File: config.mk
export PLATFORM = sky130hd
export DESIGN_NAME = uart_rx_deserializer
export DESIGN_NICKNAME = d
export VERILOG_FILES = /design/src/rtl/uart_pkg.sv /design/src/rtl/uart_sync.sv /design/src/rtl/uart_rx_deserializer.sv
export SDC_FILE = /design/constraint.sdc
export NUM_CORES = 1
export LEC_CHECK = 0
export CAP_MARGIN = 15
export CELL_PAD_IN_SITES_DETAIL_PLACEMENT = 1
export CELL_PAD_IN_SITES_GLOBAL_PLACEMENT = 1
export CORE_ASPECT_RATIO = 0.7
export CORE_MARGIN = 4
export CORE_UTILIZATION = 35
export CTS_BUF_LIST = sky130_fd_sc_hd__clkbuf_16
export DETAILED_ROUTE_END_ITERATION = 8
export GPL_ROUTABILITY_DRIVEN = 0
export PLACE_DENSITY_LB_ADDON = 0.08
export SYNTH_ARGS = -nofsm -noshare
export SYNTH_HDL_FRONTEND = slang
export SYNTH_HIERARCHICAL = 1
export SYNTH_SLANG_ARGS = --single-unit
File: constraint.sdc
create_clock -name clk_i -period 4.2 [get_ports clk_i]
set_clock_uncertainty 0.1 [all_clocks]
set_input_delay 1.26 -clock clk_i [delete_from_list [all_inputs] [get_ports clk_i]]
set_output_delay 1.26 -clock clk_i [all_outputs]
set_load 0.005 [all_outputs]
File: src/rtl/uart_pkg.sv
// Shared UART definitions: frame defaults and RX FSM state encodings.
// The TX side imports the same constants, so both paths agree on frame shape.
package uart_pkg;

  localparam int UART_DATA_W     = 8;
  localparam int UART_OVERSAMPLE = 16;

  typedef logic [2:0] rx_state_e;

  localparam rx_state_e RX_IDLE   = 3'd0;
  localparam rx_state_e RX_START  = 3'd1;
  localparam rx_state_e RX_DATA   = 3'd2;
  localparam rx_state_e RX_PARITY = 3'd3;
  localparam rx_state_e RX_STOP   = 3'd4;

  // Parity check: the XOR of the data bits and the parity bit must equal
  // the odd-parity flag.
  function automatic logic parity_bad(input logic data_xor, input logic bit_val,
                                      input logic odd);
    return (data_xor ^ bit_val) != odd;
  endfunction

endpackage

File: src/rtl/uart_sync.sv
// Multi-flop synchronizer for an asynchronous level input.
// The flops reset to 1 so that an idle-high line does not look like a start bit.
module uart_sync #(
  parameter int STAGES = 2
) (
  input  logic clk_i,
  input  logic rst_ni,
  input  logic din,
  output logic dout
);

  logic [STAGES-1:0] ff;

  always_ff @(posedge clk_i or negedge rst_ni) begin
    if (!rst_ni) ff <= '1;
    else         ff <= {ff[STAGES-2:0], din};
  end

  assign dout = ff[STAGES-1];

endmodule

File: src/rtl/uart_rx_deserializer.sv
// UART receive path: oversampled start detection, mid-bit sampling of data,
// parity and stop bits, and one-cycle result strobes toward the RX FIFO.
module uart_rx_deserializer
  import uart_pkg::*;
#(
  parameter int DATA_W      = UART_DATA_W,
  parameter int OVERSAMPLE  = UART_OVERSAMPLE,
  parameter int SYNC_STAGES = 2
) (
  input  logic              clk_i,
  input  logic              rst_ni,
  input  logic              baud_tick_i,
  input  logic              rx_i,
  input  logic              parity_en_i,
  input  logic              parity_odd_i,
  input  logic              fifo_full_i,
  output logic [DATA_W-1:0] rx_data_o,
  output logic              rx_valid_o,
  output logic              parity_err_o,
  output logic              frame_err_o,
  output logic              overrun_err_o,
  output logic              busy_o
);

  localparam int TW = $clog2(OVERSAMPLE);
  localparam int BW = $clog2(DATA_W + 1);
  localparam logic [TW-1:0] TICK_MID = TW'(OVERSAMPLE / 2 - 1);
  localparam logic [TW-1:0] TICK_END = TW'(OVERSAMPLE - 1);
  localparam logic [BW-1:0] BIT_LAST = BW'(DATA_W - 1);

  logic              rx_s;
  rx_state_e         state;
  logic [TW-1:0]     tick_cnt;
  logic [BW-1:0]     bit_cnt;
  logic [DATA_W-1:0] shreg;
  logic              par_bit;
  logic              par_en_q;
  logic              par_odd_q;
  logic              idle_seen;
  logic              at_mid;
  logic              at_end;
  logic              frame_end;
  logic              perr;

  uart_sync #(.STAGES(SYNC_STAGES)) u_sync (
    .clk_i (clk_i),
    .rst_ni(rst_ni),
    .din   (rx_i),
    .dout  (rx_s)
  );

  assign at_mid    = (tick_cnt == TICK_MID);
  assign at_end    = (tick_cnt == TICK_END);
  assign frame_end = baud_tick_i && (state == RX_STOP) && at_end;
  assign perr      = par_en_q && parity_bad(^shreg, par_bit, par_odd_q);
  assign busy_o    = (state != RX_IDLE);

  // A start is only accepted after the line has been seen high in IDLE,
  // so a held-low break produces one frame error and no phantom frames.
  always_ff @(posedge clk_i or negedge rst_ni) begin
    if (!rst_ni) begin
      state     <= RX_IDLE;
      tick_cnt  <= '0;
      bit_cnt   <= '0;
      shreg     <= '0;
      par_bit   <= 1'b0;
      par_en_q  <= 1'b0;
      par_odd_q <= 1'b0;
      idle_seen <= 1'b0;
    end else if (baud_tick_i) begin
      case (state)
        RX_IDLE: begin
          tick_cnt <= '0;
          if (rx_s) begin
            idle_seen <= 1'b1;
          end else if (idle_seen) begin
            state     <= RX_START;
            par_en_q  <= parity_en_i;
            par_odd_q <= parity_odd_i;
          end
        end
        RX_START: begin
          if (at_mid) begin
            tick_cnt <= '0;
            bit_cnt  <= '0;
            state    <= rx_s ? RX_IDLE : RX_DATA;
          end else begin
            tick_cnt <= tick_cnt + 1'b1;
          end
        end
        RX_DATA: begin
          if (at_end) begin
            tick_cnt <= '0;
            shreg    <= {rx_s, shreg[DATA_W-1:1]};
            if (bit_cnt == BIT_LAST) begin
              bit_cnt <= '0;
              state   <= par_en_q ? RX_PARITY : RX_STOP;
            end else begin
              bit_cnt <= bit_cnt + 1'b1;
            end
          end else begin
            tick_cnt <= tick_cnt + 1'b1;
          end
        end
        RX_PARITY: begin
          if (at_end) begin
            tick_cnt <= '0;
            par_bit  <= rx_s;
            state    <= RX_STOP;
          end else begin
            tick_cnt <= tick_cnt + 1'b1;
          end
        end
        RX_STOP: begin
          if (at_end) begin
            tick_cnt  <= '0;
            idle_seen <= rx_s;
            state     <= RX_IDLE;
          end else begin
            tick_cnt <= tick_cnt + 1'b1;
          end
        end
        default: begin
          state    <= RX_IDLE;
          tick_cnt <= '0;
          bit_cnt  <= '0;
        end
      endcase
    end
  end

  // Result strobes default low every cycle, so each frame yields one pulse.
  always_ff @(posedge clk_i or negedge rst_ni) begin
    if (!rst_ni) begin
      rx_data_o     <= '0;
      rx_valid_o    <= 1'b0;
      parity_err_o  <= 1'b0;
      frame_err_o   <= 1'b0;
      overrun_err_o <= 1'b0;
    end else begin
      rx_valid_o    <= 1'b0;
      parity_err_o  <= 1'b0;
      frame_err_o   <= 1'b0;
      overrun_err_o <= 1'b0;
      if (frame_end) begin
        if (!rx_s) begin
          frame_err_o <= 1'b1;
        end else if (fifo_full_i) begin
          overrun_err_o <= 1'b1;
        end else begin
          rx_data_o    <= shreg;
          rx_valid_o   <= 1'b1;
          parity_err_o <= perr;
        end
      end
    end
  end

endmodule

==> impl_results.md <==
* Status: finished, final reports clean
* IO Count at 20
* Placed cell area at 1990 um2
* Commonest non-fill, non-tap cell in the layout: dfrtp_1
* Largest fanout on the critical path at 10
* Gr usage total at 0.137
* 1st-iter DRT viols at 63
* Total power at 1.05 mW
* Core Util, Final at 0.442
* RSZ-0062 raised after global routing: false
* Avg Inst Size Synth at 12.0 um2
* Final slew viol count at 0
* YS warnings at 6
* Post-route ant nets at 0
* Post-Layout Inst Area at 2130 um2
* TNS Setup at 0 ns
* CP Launch Type: input pin
* Placed Instances at 228
* Asr flop ratio synth at 1.00
* Setup crit end kind: flop
* Final Setup Violations at 0
* Register area share after synthesis at 0.528
* Die Wd at 92.7 um
* DR pass1 iterations at 4
* Setup WS post-layout at 0.959 ns
* Share of cells above drive strength 1 at 0.222
* First-pass GRT wire length at 6420 um
* Vias per cell at 4.95
* Critical Path AT at 3.29 ns
* Final Hold Violating Endpoints at 0
* Slew of the pin with the lowest slew margin at 0.821 ns
* Finished Layout Cells at 236
* CTS tree: built
* Syn_nets at 155
* Total number of vias at 1169
* Final min period at 3.24 ns
* Row count at 21
* Clock Sinks at 37
* Postcts setup bufs at 0
* Share of the synthesized area in the top cell type at 0.499
* Post-Synthesis Cells at 146
* Hold_ws at 0.257 ns
* Worst-path clk slew at 0.05 ns
* Die area at 6230 um2
* Pwr/cell area at 493 nW/um2
* CP required at 4.25 ns
* Final period util at 0.772
* CTS Hold Bufs at 0
* DRC Markers at 0
* Number of flops mapped to enable cells by yosys at 0
* CTS buffer count at 5
* Number of synthesized register bits at 37
* Fillers at 524
* Maximum number of pins on one net before global-route repair at 38
* Vias in the first global route at 1271
* Kind of critical path: in2reg
* Area delta synth->final at 21.0%
* Pre-CTS setup slack at 0.683 ns
* Post-DP HPWL at 2750 um
* Simple-Gate Fraction of Synth Area at 0.130
* Combinational family with the most area after synthesis: multiplexers
* Commonest non-fill, non-tap cells in the layout: 35 x dfrtp_1, 20 x mux2_2, 18 x clkdlybuf4s50_1
* Register area at 928 um2
* Area of the multi-input gates at 763 um2
* Max IR drop VDD at 0.206 mV
* WL final at 3800 um
* Starting density of the core at 0.365
* Buffers on Ports at 19
* Mapped Area at 1760 um2
* Mux cell area share after synthesis at 0.140
* Clock tree buffer depth at 2
* Pleak at 0.935 nW
* XOR/XNOR share of the synthesized area at 0.0577
* Slew headroom at 0.453
* Synth Area in Adders at 0.0142
* Initial antenna violation count at 0
* # H-tree levels at 2
* Worst hold path type: reg2reg
* Ant diodes at 0
* Ys flop type: dfrtp_1
* Synth Area in Compound Gates at 0.0933
* Clock Root Buffer: clkbuf_16
* DIE HEIGHT at 67.3 um
* Core ar. at 4810 um2
* Grt total ovfl at 0
* Max-Cap Viols at 0
* CTS resizes at 0
* Layout net count at 175
* Clock latency on the worst-skew pair at 0.27 ns
* Top cells by area, synth: dfrtp_1 50%, mux2_2 13%, xnor2_1 4.5%, dfstp_2 3.0%, o21ai_0 2.6%
* WL/cell at 16.1 um
* Max Fclk at 309 MHz
* Synth cell types at 44
* Yosys top cell by area: dfrtp_1
[cell families (layout without fill, tap and decap cells)]
group	Yosys count	after routing
simple gates	40	40
flops	37	37
compound gates	23	23
mux	22	22
buf+inv	12	33
xor+xnor	10	10
fa+ha+maj	2	2
[cell usage after synthesis, drive strengths merged (2+ instances only)]
| cell | instances |
|---|---|
| o2bb2ai | 2 |
| ha | 2 |
| buf | 5 |
| o21ai | 10 |
| nand3 | 5 |
| and3 | 2 |
| o22ai | 2 |
| nor3b | 2 |
| nand2 | 7 |
| nor2 | 9 |
| o31ai | 3 |
| mux2 | 20 |
| inv | 5 |
| dfrtp | 35 |
| dfstp | 2 |
| clkbuf | 2 |
| nand3b | 2 |
| xnor2 | 9 |
| mux2i | 2 |
| or3b | 2 |
[registers in the layout, indices dropped and copies added (netlist names)]
signal,count
frame_err_o,1
shreg,8
idle_seen,1
rx_data_o,8
tick_cnt,4
par_en_q,1
overrun_err_o,1
u_sync/ff,2
parity_err_o,1
bit_cnt,4
rx_valid_o,1
par_odd_q,1
state,3
par_bit,1
[critical path: stages]
cell	delay, ns
clkdlybuf4s50_1	0.66
nand4_1	0.21
nand4b_1	0.33
nor3b_1	0.24
buf_4	0.22
mux2_2	0.36
[power by group]
| part | leakage (nW) | switching (mW) | internal [mW] |
|---|---|---|---|
| logic | 0.363 | 0.133 | 0.116 |
| clock network | 0.0776 | 0.128 | 0.213 |
| registers | 0.494 | 0.0598 | 0.398 |
| total | 0.935 | 0.321 | 0.727 |
[layer usage]
| metal | vias up | track usage | share of wire |
|---|---|---|---|
| met5 | - | 0 | 0 |
| met4 | 0 | 0.0494 | 0.010 |
| met3 | 5 | 0.0390 | 0.040 |
| met2 | 21 | 0.214 | 0.46 |
| met1 | 581 | 0.184 | 0.49 |
| li1 | 562 | - | - |
[worst paths after layout]
path                              start           end  slack (ns)  cells after the start
setup / recovery            baud_tick_i  rx_data_o[7]        0.96                      6
hold / removal             u_sync/ff[0]  u_sync/ff[1]        0.26                      0
setup reg to reg            tick_cnt[0]  rx_data_o[7]        1.93                      6
hold reg to reg            u_sync/ff[0]  u_sync/ff[1]        0.26                      0
max in group asynchronous        rst_ni   tick_cnt[1]        2.50                      1
min in group asynchronous        rst_ni  rx_data_o[2]        0.97                      1
[cell type report]
class                      instances  share of cell area
sequential                        37               0.437
multi-input combinational         97               0.359
timing repair buffer              20              0.0906
clock buffer                       5              0.0589
tap                               69              0.0406
inverter                           5             0.00883
clock inverter                     3             0.00530
Power figures use the tool's default switching activity.
